$ cat config.mk
export PLATFORM = sky130hd
export DESIGN_NAME = rx_symbol_slicer
export DESIGN_NICKNAME = d
export VERILOG_FILES = /design/src/rtl/rx_symbol_slicer.sv
export SDC_FILE = /design/constraint.sdc
export NUM_CORES = 1
export LEC_CHECK = 0
export BUFFER_PORTS_ARGS = -buffer_cell sky130_fd_sc_hd__buf_2
export CAP_MARGIN = 10
export CELL_PAD_IN_SITES_DETAIL_PLACEMENT = 1
export CELL_PAD_IN_SITES_GLOBAL_PLACEMENT = 2
export CORE_ASPECT_RATIO = 0.9
export CORE_MARGIN = 2
export CORE_UTILIZATION = 36
export CTS_CLUSTER_SIZE = 8
export DETAILED_ROUTE_END_ITERATION = 8
export PLACE_DENSITY_LB_ADDON = 0.3
export SYNTH_ARGS = -nofsm -noshare
export SYNTH_HDL_FRONTEND = slang
export SYNTH_SLANG_ARGS = --single-unit
$ cat constraint.sdc
create_clock -name clk -period 8.35 [get_ports clk]
set_input_delay 0.835 -clock clk [delete_from_list [all_inputs] [get_ports clk]]
set_output_delay 0.835 -clock clk [all_outputs]
set_load 0.005 [all_outputs]
$ cat src/rtl/rx_symbol_slicer.sv
// rx_symbol_slicer: 4-ASK decimating slicer with block-adaptive threshold and MER statistics.
// Build macro RX_SLICER_ERR_POW_EN adds the squared-error accumulator; otherwise err_pow stays 0.
module rx_symbol_slicer_chk (
    input logic               clk,
    input logic               reset,
    input logic               sym_valid,
    input logic               stat_valid,
    input logic signed [17:0] ref_level
);
    // A statistics update always coincides with the decision of the block's last symbol.
    a_stat_with_sym: assert property (@(posedge clk) disable iff (reset)
        stat_valid |-> sym_valid);

    // The threshold only moves on a statistics pulse or out of reset.
    a_ref_hold: assert property (@(posedge clk) disable iff (reset)
        (!stat_valid && !$past(reset)) |-> $stable(ref_level));
endmodule

module rx_symbol_slicer #(
    parameter int                OSR      = 4,
    parameter int                ACC_LOG2 = 10,
    parameter logic signed [17:0] REF_INIT = 18'sd65536
) (
    input  logic               clk,
    input  logic               reset,
    input  logic [1:0]         phase,
    input  logic signed [17:0] x_in,
    output logic               sym_valid,
    output logic [1:0]         sym_out,
    output logic signed [17:0] sym_err,
    output logic signed [17:0] ref_level,
    output logic [17:0]        err_pow,
    output logic               stat_valid
);
    localparam int         ACC_W    = 18 + ACC_LOG2;
    localparam logic [1:0] CNT_LAST = 2'(OSR - 1);

    function automatic logic [17:0] abs_sat(input logic signed [17:0] v);
        logic [17:0] r;
        if (v == 18'sh20000) begin
            r = 18'h1FFFF;
        end else if (v < 18'sd0) begin
            r = 18'(-v);
        end else begin
            r = 18'(v);
        end
        return r;
    endfunction

    function automatic logic signed [17:0] sat18(input logic signed [18:0] v);
        logic signed [17:0] r;
        if (v > 19'sd131071) begin
            r = 18'sd131071;
        end else if (v < -19'sd131072) begin
            r = 18'sh20000;
        end else begin
            r = v[17:0];
        end
        return r;
    endfunction

    logic [1:0]          cnt_r;
    logic                strobe_s;
    logic                v1_r;
    logic signed [17:0]  s1_r;
    logic [17:0]         abs1_r;
    logic signed [18:0]  s_ext_s;
    logic signed [18:0]  ref_ext_s;
    logic signed [18:0]  half_s;
    logic signed [18:0]  three_half_s;
    logic signed [18:0]  level_s;
    logic signed [18:0]  err_wide_s;
    logic signed [17:0]  err_s;
    logic [1:0]          dec_s;
    logic [ACC_LOG2-1:0] sym_cnt_r;
    logic                first_s;
    logic                last_s;
    logic [ACC_W-1:0]    abs_acc_r;
    logic [ACC_W-1:0]    abs_acc_next_s;

    assign strobe_s     = (cnt_r == phase);
    assign s_ext_s      = {s1_r[17], s1_r};
    assign ref_ext_s    = {ref_level[17], ref_level};
    assign half_s       = ref_ext_s >>> 1;
    assign three_half_s = ref_ext_s + half_s;

    // Decide the stage-1 sample against the current threshold and form the saturated error.
    always_comb begin
        dec_s   = 2'b00;
        level_s = 19'sd0;
        if (s_ext_s >= ref_ext_s) begin
            dec_s   = 2'b11;
            level_s = three_half_s;
        end else if (s_ext_s >= 19'sd0) begin
            dec_s   = 2'b10;
            level_s = half_s;
        end else if (s_ext_s >= -ref_ext_s) begin
            dec_s   = 2'b01;
            level_s = -half_s;
        end else begin
            dec_s   = 2'b00;
            level_s = -three_half_s;
        end
        err_wide_s = s_ext_s - level_s;
        err_s      = sat18(err_wide_s);
    end

    // Block bookkeeping: the first symbol of a block reloads rather than accumulates.
    always_comb begin
        first_s = (sym_cnt_r == {ACC_LOG2{1'b0}});
        last_s  = (sym_cnt_r == {ACC_LOG2{1'b1}});
        if (first_s) begin
            abs_acc_next_s = ACC_W'(abs1_r);
        end else begin
            abs_acc_next_s = abs_acc_r + ACC_W'(abs1_r);
        end
    end

    // Phase counter and stage-1 capture of the strobed sample.
    always_ff @(posedge clk) begin
        if (reset) begin
            cnt_r  <= 2'd0;
            v1_r   <= 1'b0;
            s1_r   <= 18'sd0;
            abs1_r <= 18'd0;
        end else begin
            cnt_r <= (cnt_r == CNT_LAST) ? 2'd0 : cnt_r + 2'd1;
            v1_r  <= strobe_s;
            if (strobe_s) begin
                s1_r   <= x_in;
                abs1_r <= abs_sat(x_in);
            end
        end
    end

    // Stage-2 decision outputs plus the |x| statistics and threshold update.
    always_ff @(posedge clk) begin
        if (reset) begin
            sym_valid  <= 1'b0;
            sym_out    <= 2'b00;
            sym_err    <= 18'sd0;
            stat_valid <= 1'b0;
            sym_cnt_r  <= {ACC_LOG2{1'b0}};
            abs_acc_r  <= {ACC_W{1'b0}};
            ref_level  <= REF_INIT;
        end else begin
            sym_valid  <= v1_r;
            stat_valid <= v1_r && last_s;
            if (v1_r) begin
                sym_out   <= dec_s;
                sym_err   <= err_s;
                abs_acc_r <= abs_acc_next_s;
                sym_cnt_r <= sym_cnt_r + {{(ACC_LOG2-1){1'b0}}, 1'b1};
                if (last_s) begin
                    ref_level <= $signed(18'(abs_acc_next_s >> ACC_LOG2));
                end
            end
        end
    end

`ifdef RX_SLICER_ERR_POW_EN
    logic signed [35:0] sq_full_s;
    logic signed [35:0] sq_shift_s;
    logic [17:0]        sq_term_s;
    logic [ACC_W-1:0]   sq_acc_r;
    logic [ACC_W-1:0]   sq_acc_next_s;

    assign sq_full_s  = err_s * err_s;
    assign sq_shift_s = sq_full_s >>> 17;

    // Clamp the normalised square to 1s17 and accumulate it over the block.
    always_comb begin
        if (sq_shift_s > 36'sd131071) begin
            sq_term_s = 18'h1FFFF;
        end else begin
            sq_term_s = sq_shift_s[17:0];
        end
        if (first_s) begin
            sq_acc_next_s = ACC_W'(sq_term_s);
        end else begin
            sq_acc_next_s = sq_acc_r + ACC_W'(sq_term_s);
        end
    end

    // Squared-error accumulator and block mean.
    always_ff @(posedge clk) begin
        if (reset) begin
            sq_acc_r <= {ACC_W{1'b0}};
            err_pow  <= 18'd0;
        end else if (v1_r) begin
            sq_acc_r <= sq_acc_next_s;
            if (last_s) begin
                err_pow <= 18'(sq_acc_next_s >> ACC_LOG2);
            end
        end
    end
`else
    // Error power is not built in this configuration.
    always_ff @(posedge clk) begin
        err_pow <= 18'd0;
    end
`endif

    rx_symbol_slicer_chk u_chk (
        .clk        (clk),
        .reset      (reset),
        .sym_valid  (sym_valid),
        .stat_valid (stat_valid),
        .ref_level  (ref_level)
    );
endmodule

---- Yosys cells after proc, flatten, opt, wreduce, memory -nomap -nowiden ----
Cells that the tools add are included.
Widths: inputs -> output; s select.
operators by class
  muxes and demuxes ....................... 11
  div/mod/pow operators ................... 0
  reduce and logical (&&, ||, !) cells .... 4
  bitwise gates (word level) .............. 0
  shifts and indexed selects .............. 0
  multipliers ............................. 0
  add/sub/neg operators ................... 9
  eq/ne operators ......................... 4
  $lt $le $gt $ge ......................... 6
operators by type and width
  kind                   number
  $mux 18                4
  $mux 19                3
  $add 28x18->28         1
  $mux 28                1
  $add 18x17->19         1
  $ge 18x19->1           1
  $gt 19x18->1 const B   1
  $lt 19x18->1 const B   1
  $neg 17->19            1
  $neg 18->19            1
  $neg 19->19            1
  $sub 18x19->19         1
  $eq 18x18->1 const B   1
  $ge 18x1->1 const B    1
  $ge 18x18->1           1
  $lt 18x1->1 const B    1
  $neg 18->18            1
  $add 10x1->10 const B  1
  $eq 10x10->1 const B   1
  $logic_not 10->1       1
  $mux 2                 2
  $add 2x1->2 const B    1
  $eq 2x2->1             1
  $eq 2x2->1 const B     1
  other kinds (4)        4
storage, ports and cells
  bits in registers ....................... 117
  bits in read-only memories .............. 0
  logic and storage cells ................. 45
  latch bits .............................. 0
  input port bits ......................... 22
  output and inout port bits .............. 58
  memories ................................ 0
  RAM bits ................................ 0

---- Logic depth before layout (Yosys ltp) ----
Gate-level depths: netlist of the first run.
  depth in word-level cells ............... 9
  depth in mapped cells ................... 32
  gate-level depth less buffers ........... 30

---- Worst setup path after synthesis of the first run ----
Ideal clock, no wire load.
  path type ............................... register -> register
  from .................................... register ref_level[1]
  to ...................................... register sym_err[13]
  stages on the path, launching flop included .. 32
  slack ................................... 1.840 ns
  buffers on the path ..................... 4
  library setup time ...................... 0.119 ns
  clock period less this slack ............ 6.510 ns
  arrival ................................. 6.392 ns
  data required time ...................... 8.231 ns
  cell sequence ........................... dfxtp_1 > inv_1 > ha_1 > nand2_1 > nor2_1 > and2_1 > nand3_1 > xnor2_1 > ha_1 > a21o_1 > a2111oi_0 > o22ai_1 > a211oi_1 > clkbuf_1 > and2_1 > clkbuf_1 > clkbuf_1 > o31ai_1 > ha_1 > fa_1 > nor2b_1 > o21ai_0 > a21boi_0 > nor3_1 > o31ai_1 > a21oi_1 > a21oi_1 > or2_2 > xnor2_4 > buf_2 > o21ai_0 > o221a_2
on the way
  longest elaborated chain between the ends .. 9
  elaborated cells between the ends (all ways) .. 14
ends and longest elaborated chain
  element                                        line     text
  start: declaration                             31       output logic signed [17:0] ref_level,
  start signal: assignment                       155      ref_level <= $signed(18'(abs_acc_next_s >> ACC_LOG2));
  $add 18x17->19 or $neg 18->19 (tied branches)  85, 97
  $neg 19->19 or $ge 18x19->1 (tied branches)    102, 97
  $mux 19                                        97       end else if (s_ext_s >= -ref_ext_s) begin
  $mux 19                                        94       end else if (s_ext_s >= 19'sd0) begin
  $mux 19 (*)                                    91       if (s_ext_s >= ref_ext_s) begin
  $sub 18x19->19 (*)                             104      err_wide_s = s_ext_s - level_s;
  $lt 19x18->1                                   54       end else if (v < -19'sd131072) begin
  $mux 18                                        54
  $mux 18 (*)                                    52       if (v > 19'sd131071) begin
  end signal: assignment                         151      sym_err <= err_s;
  end: declaration                               30       output logic signed [17:0] sym_err,
Every way passes the cells marked *; elsewhere a longest branch is shown, timed or not.
A chain may end at the register's enable or synchronous reset.

---- Worst setup path in the final report of the first run ----
  from .................................... register ref_level[1]
  to ...................................... register sym_err[11]
Same word-level chain as after synthesis.

==> results of run 1 <==
## what timing repair did
action | 4_1_cts | 5_1_grt
setup endpoints to repair | 0 | 18
hold endpoints to repair | 0 | 0
resized for setup | 0 | 1
## placed cells by master, fill, tap and decap left out, types with 17 or more instances in the layout
cell	netlist	routed
nand4_1	18	18
inv_1	49	49
a21o_1	37	37
clkbuf_16	0	17
a211oi_1	50	50
a31oi_1	17	17
o21ai_0	50	50
nor2_1	148	147
xor2_1	45	45
ha_1	111	111
nor3_1	28	28
dfxtp_1	117	116
xnor2_1	55	55
buf_4	18	21
a21oi_1	100	100
nand2_1	135	134
buf_2	3	60
nand3_1	21	21
conb_1	1	18
## logic make-up (layout without fill, tap and decap cells)
kind of cell               after synthesis  count (layout)  share of synthesized area
other                                    1              18                   0.000378
DFF                                    117             117                      0.236
muxes                                   13              13                     0.0145
adders and majority gates              119             119                      0.152
and+or+nand+nor                        432             432                      0.201
buffers and inverters                  129             161                     0.0560
AOI/OAI and AO/OA                      367             367                      0.249
xor gates and xnor gates               101             101                     0.0911
## layer usage
metal | global-route usage | wire [um] | vias to the layer above
met4 | 0.0392 | 258 | 0
li1 | - | - | 4644
met5 | 0 | 0 | -
met2 | 0.383 | 15200 | 131
met3 | 0.0330 | 1380 | 12
met1 | 0.330 | 16100 | 4549
## worst max-delay path by stage
stage | end | slack (ps) | depth (start not counted)
final | sym_err[11]$_SDFFE_PP0P_ | 790 | 28
after global placement | sym_err[8]$_SDFFE_PP0P_ | 930 | 28
after floorplan | sym_err[13]$_SDFFE_PP0P_ | 1840 | 31
after detailed placement | sym_err[11]$_SDFFE_PP0P_ | 570 | 28
after global routing | sym_err[11]$_SDFFE_PP0P_ | 30 | 27
after CTS | sym_err[11]$_SDFFE_PP0P_ | 530 | 28
## power by group
group	internal [W]	switching (W)	total (W)
clock	0.000484	0.000279	0.000762
sequential	0.000605	0.0000464	0.000651
combinational	0.000288	0.000451	0.000739
## metrics by stage
stage / power, W / cells / utilization
final: 0.00215 / 1682 / 0.412
after global routing: 0.00228 / 1682 / 0.412
after CTS: 0.00217 / 1682 / 0.412
after detailed placement: 0.00140 / 1651 / 0.389
after global placement: 0.00139 / 1651 / 0.389
after floorplan: 0.00118 / 1296 / -
## cell usage after synthesis, types with 3 or more instances
cell / n
nor2_1: 148
nand2_1: 135
dfxtp_1: 117
ha_1: 111
a21oi_1: 100
xnor2_1: 55
clkbuf_1: 54
a211oi_1: 50
o21ai_0: 50
inv_1: 49
xor2_1: 45
a21o_1: 37
nor3_1: 28
nand3_1: 21
buf_4: 18
nand4_1: 18
a31oi_1: 17
a311oi_1: 13
nor2b_1: 12
o21a_1: 12
o31ai_1: 12
mux2i_1: 11
nand2b_1: 11
or3_1: 11
o22ai_1: 10
and2_1: 8
and3_1: 8
nor4_1: 8
o211ai_1: 8
o21bai_1: 8
a211oi_2: 5
buf_1: 5
maj3_2: 5
nor3b_1: 5
o221a_2: 5
or2_2: 5
a22oi_1: 4
o41ai_1: 4
a21boi_0: 3
and4_1: 3
buf_2: 3
fa_1: 3
o22a_1: 3
or4_1: 3
## flip-flops by register name, indices dropped and copies added (netlist names), 2 cells and up
signal	flops
abs1_r	18
s1_r	18
sym_out	2
sym_err	18
ref_level	18
abs_acc_r	28
sym_cnt_r	10
cnt_r	2
## worst max-delay path: cells and delay by family (launching register included)
| family | cells | cell delay, ps |
|---|---|---|
| AO/OA/AOI/OAI | 13 | 3030 |
| AND/OR/NAND/NOR | 9 | 2290 |
| adder cells (fa/ha/maj) | 3 | 880 |
| XOR/XNOR | 2 | 640 |
| flip-flops | 1 | 350 |
| buffers and inverters | 1 | 250 |
## layout make-up
type                       count  share of cell area
timing repair buffer          81              0.0411
inverter                      49              0.0165
multi-input combinational   1050               0.638
tap                          354              0.0398
clock inverter                12              0.0138
sequential                   117               0.210
clock buffer                  19              0.0407
==> key figures, run 1 <==
Timing
  • Crit share post-route: 0.905
  • Final Critical Period: 7560 ps
  • Final worst slack: 791 ps
  • Pins Over Slew Limit: 0
  • Final hold violation count: 0
  • RSZ-0062 raised after global routing: no
  • Worst Skew: 17.2 ps
  • Final TNS setup: 0 ps
  • Worst Tran Pin Value: approximately 930 ps
  • # setup viols final: 0
  • Slew HR: 0.382
  • Max Fclk: ~130 MHz
  • Final hold slack: 461 ps

Floorplan
  • Die width: 179 um
  • Core area: 0.0270 mm^2
  • DIE HEIGHT: 161 um
  • Top Ports: 80
  • Total die area: roughly 0.029 mm^2
  • Row count: 57
  • Initial Util: 0.367

Clocking
  • CTS hold repair buffers: 0
  • Clk sinks: 117
  • Clock Path Buffers: 2
  • TritonCTS buffer count: 17
  • CTS tree: built
  • Post-CTS Setup Bufs: 0
  • Clk_lat worst skew: 420 ps
  • H-tree Lvls: 4
  • Clk root buf: clkbuf_16
  • Worst-path clk slew: ~60 ps

Layout
  • Multi-input combinational cell area: ~0.0071 mm^2
  • Filler cells: 3,300
  • Register area: roughly 0.0023 mm^2
  • Nets: 1,452
  • Share of cells above drive strength 1: 0.111
  • Design area: 0.0111 mm^2
  • Number of inserted diodes: 0
  • Layout area overhead: 12.3%

Detailed routing
  • Routed Antenna Nets: 0
  • First DRT Iteration DRCs: between 400 and 500
  • Average routed wire per standard cell: approximately 20 um
  • DRT Wirelength: 33.0 mm
  • Drt first pass iters: 4
  • DRC viols: 0
  • Vias: 9,336
  • Via density: 5.55

Power and ir drop
  • Power Density: 193 mW/mm^2
  • Max IR drop VDD: 0.115 mV
  • LEAKAGE: 4.72 nW

Setup path
  • Worst setup EP type: flop
  • CP peak stage delay: 610 ps
  • CP max FO: 21
  • Worst path slowest cell: a211oi_1
  • R2R depth: 28
  • Worst R2R Setup Slack: 790 ps
  • WP data arrival: 7860 ps
  • Reg-to-Reg End: sym_err[11]$_SDFFE_PP0P_
  • WS Path Type: reg -> reg
  • Reg2reg start: ref_level[1]$_SDFFE_PP0P_
  • CP startpoint: ref_level[1]$_SDFFE_PP0P_
  • Startpoint Class: flop
  • Required @ worst endpoint: 8650 ps

Placement
  • GPL Wtd Cong: 0.887
  • Setup WS pre-CTS: roughly 570 ps
  • Total placed instance area: 0.0105 mm^2
  • Hpwl dp: 25.6 mm
  • I/O Buffers: 61

Yosys
  • EDFF count, synth: 0
  • Async set or reset register ratio after synthesis: 0
  • Yosys top cell by area: dfxtp_1
  • Syn_area_per_cell: 7.75 um^2
  • Cells after Synth: about 1,300
  • Sequential fraction of the synthesis area: 0.236
  • Synth Flop Type: dfxtp_1
  • Yosys Warn Count: 0
  • Seq cells post-synth: between 100 and 150
  • Synth top area share: 0.236
  • Cell area after synthesis: 0.00991 mm^2
  • Top post-synthesis cells by area: dfxtp_1 (24%), ha_1 (14%), nor2_1 (5.6%)
  • Post-synth cell types: 75

Global route
  • Global-route wire length before repair: 52.4 mm
  • Initial antenna violation count: 0
  • Total grt overflow: 0
  • Number of global-route vias before repair: 9,344
  • Largest net degree at the start of global routing: 86
  • Gr usage total: 0.234

Flow run
  • Max_cap viols: 0

Worst hold path
  • Hold/Removal Path Class: reg -> reg
  • Hold Path End: s1_r[0]$_SDFFE_PP0P_
  • Hold path start: s1_r[0]$_SDFFE_PP0P_
  • Hold depth: 2

Status
  • Status: finished, final reports clean
No activity file was read; power rests on OpenSTA's default activity.
==> run 2, diff against run 1 <==
Settings changed: PLACE_DENSITY set to 0.84, PLACE_DENSITY_LB_ADDON 0.3 to not set, SLEW_MARGIN set to 25.
==> run 2 against run 1 <==
Final area fell by 0.52%; via count shrank 0.37%; wire length shrank 1.5%; setup slack improved by 21 ps.
==> key figures, run 2 (synthesis gave the netlist of run 1 again) <==
Layout
  • Register bank with the most flops: abs_acc_r
  • Share of cells above drive strength 1: 0.107
  • Layout area overhead: 11.7%
  • Max reg flops: 28
  • Number of inserted diodes: 0
  • Nets: 1,448
  • Most frequent cells in the layout: nor2_1 (147), nand2_1 (134), dfxtp_1 (116)
  • Most common cell after layout, fill and taps aside: nor2_1

Timing
  • Final Critical Period: about 7500 ps
  • Final hold slack: 472 ps
  • Crit share post-route: 0.903
  • Slew HR: 0.402
  • Worst Skew: 9.47 ps
  • Final hold violation count: 0
  • Final TNS setup: 0 ps
  • Pins Over Slew Limit: 0
  • # setup viols final: 0
  • Worst Tran Pin Value: 897 ps
  • Max Fclk: 133 MHz
  • RSZ-0062 raised after global routing: no

Detailed routing
  • DRT Wirelength: 32.5 mm
  • Average routed wire per standard cell: slightly below 20 um
  • Met2 Wirelength: 14.7 mm
  • Wl on met1: approximately 16 mm
  • First DRT Iteration DRCs: between 500 and 600
  • DRC viols: 0
  • Vias: 9,301
  • Met3 wire len: 1.15 mm
  • Via density: 5.54
  • Drt first pass iters: 4
  • Uppermost routed layer: met4
  • Routed Antenna Nets: 0

Worst hold path
  • Hold/Removal Path Class: reg -> reg

Setup path
  • Worst path slowest cell: a211oi_1
  • WP data arrival: approximately 8000 ps
  • Startpoint Class: flop
  • WS Path Type: reg -> reg
  • Worst setup EP type: flop
  • Crit path buffers/inverters: 1
  • CP peak stage delay: 540 ps
  • CP top delay family: compound AO/OA/AOI/OAI gates
  • CP max FO: 21
  • Required @ worst endpoint: between 8000 and 9000 ps

Clocking
  • Clock Path Buffers: 2
  • H-tree Lvls: 4
  • Clk_lat worst skew: 420 ps
  • CTS tree: built
  • CTS resizes: 0
  • Clk root buf: clkbuf_16
  • Post-CTS Setup Bufs: 0
  • Clk sinks: roughly 120
  • Worst-path clk slew: approximately 60 ps
  • CTS hold repair buffers: 0
  • TritonCTS buffer count: 17

Placement
  • Hpwl dp: 25.1 mm
  • GPL Wtd Cong: 0.887
  • I/O Buffers: 61

Power and ir drop
  • Max IR drop VDD: 0.110 mV
  • Pwr Total: 0.00211 W
  • Power Density: 191 mW/mm^2
  • LEAKAGE: about 4.7 nW

Global route
  • Total grt overflow: 0
  • Initial antenna violation count: 1
  • Gr usage total: 0.230
  • Number of global-route vias before repair: between 9,000 and 10,000
  • Global-route wire length before repair: 51.8 mm
  • Largest net degree at the start of global routing: 100

Floorplan
  • Initial Util: 0.367
  • DIE HEIGHT: 161 um
  • Die width: 179 um
  • Total die area: between 0.02 and 0.03 mm^2
  • Core area: about 0.027 mm^2
  • Row count: 57
  • Top Ports: 80

Status
  • Status: finished, final reports clean

Flow run
  • Max_cap viols: 0
run 2: layout make-up:
cell class	instances	area [um^2]
fillers	3312	16000
multi-input cells	1050	7100
flip-flops and latches	117	2340
clock buffers	23	468
well taps	354	443
repair buffers	77	432
inverters	49	184
clock inverters	9	103
run 2: metal layers:
| metal | vias up | global-route usage |
|---|---|---|
| li1 | 4637 | - |
| met1 | 4483 | 0.328 |
| met2 | 151 | 0.369 |
| met3 | 30 | 0.0304 |
| met4 | 0 | 0.0528 |
| met5 | - | 0 |
run 2: worst paths after layout:
path | cells after the start | endpoint | start | slack [ps]
setup / recovery | 28 | sym_err[13]$_SDFFE_PP0P_ | ref_level[1]$_SDFFE_PP0P_ | 810
hold / removal | 2 | s1_r[0]$_SDFFE_PP0P_ | s1_r[0]$_SDFFE_PP0P_ | 470
setup reg to reg | 28 | sym_err[13]$_SDFFE_PP0P_ | ref_level[1]$_SDFFE_PP0P_ | 810
hold reg to reg | 2 | s1_r[0]$_SDFFE_PP0P_ | s1_r[0]$_SDFFE_PP0P_ | 470
run 2: worst min-delay path: stages, from the launching register on:
cell	delay [ps]
dfxtp_1	310
nand2_1	60
a21oi_1	60
run 2: metrics by stage:
stage	instances	area (um^2)	worst slack, ps	util
after floorplan	1296	9980	1840	-
after global placement	1647	10500	911	0.388
after detailed placement	1647	10500	651	0.388
after CTS	1679	11100	631	0.410
after global routing	1679	11100	151	0.410
final	1679	11100	811	0.410
run 2: where the power goes:
part	internal, W	total, W	leakage (nW)	switching, W
sequential	0.000605	0.000648	0.954	0.0000437
clock	0.000452	0.000723	0.273	0.000271
combinational	0.000288	0.000740	3.45	0.000452
total	0.00134	0.00211	4.67	0.000767
==> run 3, diff against run 2 <==
Settings changed: CELL_PAD_IN_SITES_DETAIL_PLACEMENT 1 to 0, CELL_PAD_IN_SITES_GLOBAL_PLACEMENT 2 to 1, CORE_UTILIZATION 36 to 46, PLACE_DENSITY 0.84 to 0.85, RECOVER_POWER set to 100.
==> run 3 against run 2 <==
Count of clock-buffer cells in the layout is 5 lower; wire length decreased by 15%; flip-flop and latch count did not move; critical path depth is 1 higher; the run now ends with capacitance limit, slew limit left.
==> key figures, run 3 (synthesis gave the netlist of run 1 again) <==
Status
  • Status: finished, violations left
  • Failing checks: capacitance limit, slew limit

Power and ir drop
  • LEAKAGE: 4.50 nW
  • Power Density: 189 mW/mm^2
  • Max IR drop VDD: between 0.15 and 0.2 mV

Detailed routing
  • Routed Antenna Nets: 0
  • First DRT Iteration DRCs: roughly 690
  • Vias: around 9,200
  • Via density: 5.74
  • Drt first pass iters: 5
  • DRT Wirelength: about 28 mm
  • Average routed wire per standard cell: about 17 um
  • DRC viols: 0

Layout
  • Most common cell after layout, fill and taps aside: nor2_1
  • Layout area overhead: 9.93%
  • Share of cells above drive strength 1: 0.0742
  • Max reg flops: 28
  • Register bank with the most flops: abs_acc_r
  • Most frequent cells in the layout: nor2_1 (147), nand2_1 (135), dfxtp_1 (116)
  • Nets: 1,445
  • Number of inserted diodes: 0

Floorplan
  • Top Ports: 80
  • DIE HEIGHT: 143 um
  • Core area: 0.0210 mm^2
  • Row count: 50
  • Initial Util: 0.473
  • Die width: about 160 um
  • Total die area: roughly 0.023 mm^2

Clocking
  • CTS resizes: 0
  • Clk sinks: 117
  • TritonCTS buffer count: 17
  • CTS hold repair buffers: 0
  • H-tree Lvls: 4
  • Clock Path Buffers: 2
  • Post-CTS Setup Bufs: 0
  • Clk root buf: clkbuf_16
  • CTS tree: built
  • Worst-path clk slew: 50 ps
  • Clk_lat worst skew: between 400 and 500 ps

Setup path
  • Startpoint Class: flop
  • CP max FO: 21
  • Worst setup EP type: flop
  • WS Path Type: reg -> reg
  • CP peak stage delay: 490 ps
  • WP data arrival: 7610 ps
  • Worst path slowest cell: xnor2_4
  • Required @ worst endpoint: 8480 ps

Timing
  • Final worst slack: between 800 and 900 ps
  • Pins Over Slew Limit: 121
  • Crit share post-route: 0.897
  • Max Fclk: 134 MHz
  • Final Critical Period: between 7000 and 8000 ps
  • Final TNS setup: 0 ps
  • Final hold violation count: 0
  • Slew HR: -1.45
  • Final hold slack: ~460 ps
  • Worst Tran Pin Value: approximately 3700 ps
  • RSZ-0062 raised after global routing: no
  • # setup viols final: 0
  • Worst Skew: 8.00 ps

Global route
  • Total grt overflow: 0
  • Largest net degree at the start of global routing: 87
  • Initial antenna violation count: 0
  • Number of global-route vias before repair: 8,518
  • Gr usage total: 0.248
  • Global-route wire length before repair: ~45 mm

Placement
  • I/O Buffers: 61
  • Setup WS pre-CTS: approximately 1000 ps
  • Hpwl dp: 21.2 mm
  • GPL Wtd Cong: 0.923

Worst hold path
  • Hold/Removal Path Class: reg -> reg

Flow run
  • Max_cap viols: 2
## run 3: cell types whose count changed in the layout (fill, tap and decap cells not counted), sizes merged
cell,before,now
buf,77,38
clkinv,4,6
clkbuf,23,54
clkinvlp,3,5
## run 3: final cells by class
class / instances / area (um^2)
sequential: 117 / 2340
fill: 2049 / 10100
clock inverter: 13 / 135
clock buffer: 18 / 439
inverter: 49 / 184
timing repair buffer: 74 / 349
multi-input combinational: 1050 / 7090
tap: 286 / 358
## run 3: per-layer routing
| metal | track usage | up-vias | part of all wire |
|---|---|---|---|
| li1 | - | 4641 | - |
| met1 | 0.348 | 4286 | 0.49 |
| met2 | 0.397 | 271 | 0.44 |
| met3 | 0.0325 | 28 | 0.049 |
| met4 | 0.0748 | 0 | 0.016 |
| met5 | 0 | - | 0 |
## run 3: stage by stage
step	cells	total power, W	utilization	instance area [um^2]
2_1_floorplan	1296	0.00118	-	9980
3_3_place_gp	1576	0.00136	0.496	10400
3_5_place_dp	1576	0.00137	0.496	10400
4_1_cts	1607	0.00208	0.523	11000
5_1_grt	1607	0.00218	0.520	10900
6_report	1607	0.00206	0.520	10900
## run 3: path summary, 6_finish.rpt
path	slack [ps]	from	cells after the start	to
worst max-delay path	860	ref_level[1]$_SDFFE_PP0P_	29	sym_err[2]$_SDFFE_PP0P_
worst min-delay path	460	s1_r[0]$_SDFFE_PP0P_	2	s1_r[0]$_SDFFE_PP0P_
worst max register to register	860	ref_level[1]$_SDFFE_PP0P_	29	sym_err[2]$_SDFFE_PP0P_
worst min register to register	460	s1_r[0]$_SDFFE_PP0P_	2	s1_r[0]$_SDFFE_PP0P_
## run 3: worst max-delay path: cells and delay by family, from the launching register on
kind	cells	cell delay, ps
DFF	1	340
AOI/OAI and AO/OA	12	2280
buffers and inverters	2	440
and+or+nand+nor	9	2360
adders and majority gates	4	1140
xor gates and xnor gates	2	630
## run 3: where the power goes
part | internal [W] | total (W) | switching, W
Sequential | 0.000605 | 0.000646 | 0.0000406
Clock | 0.000442 | 0.000704 | 0.000262
Combinational | 0.000279 | 0.000712 | 0.000433
Total | 0.00133 | 0.00206 | 0.000735
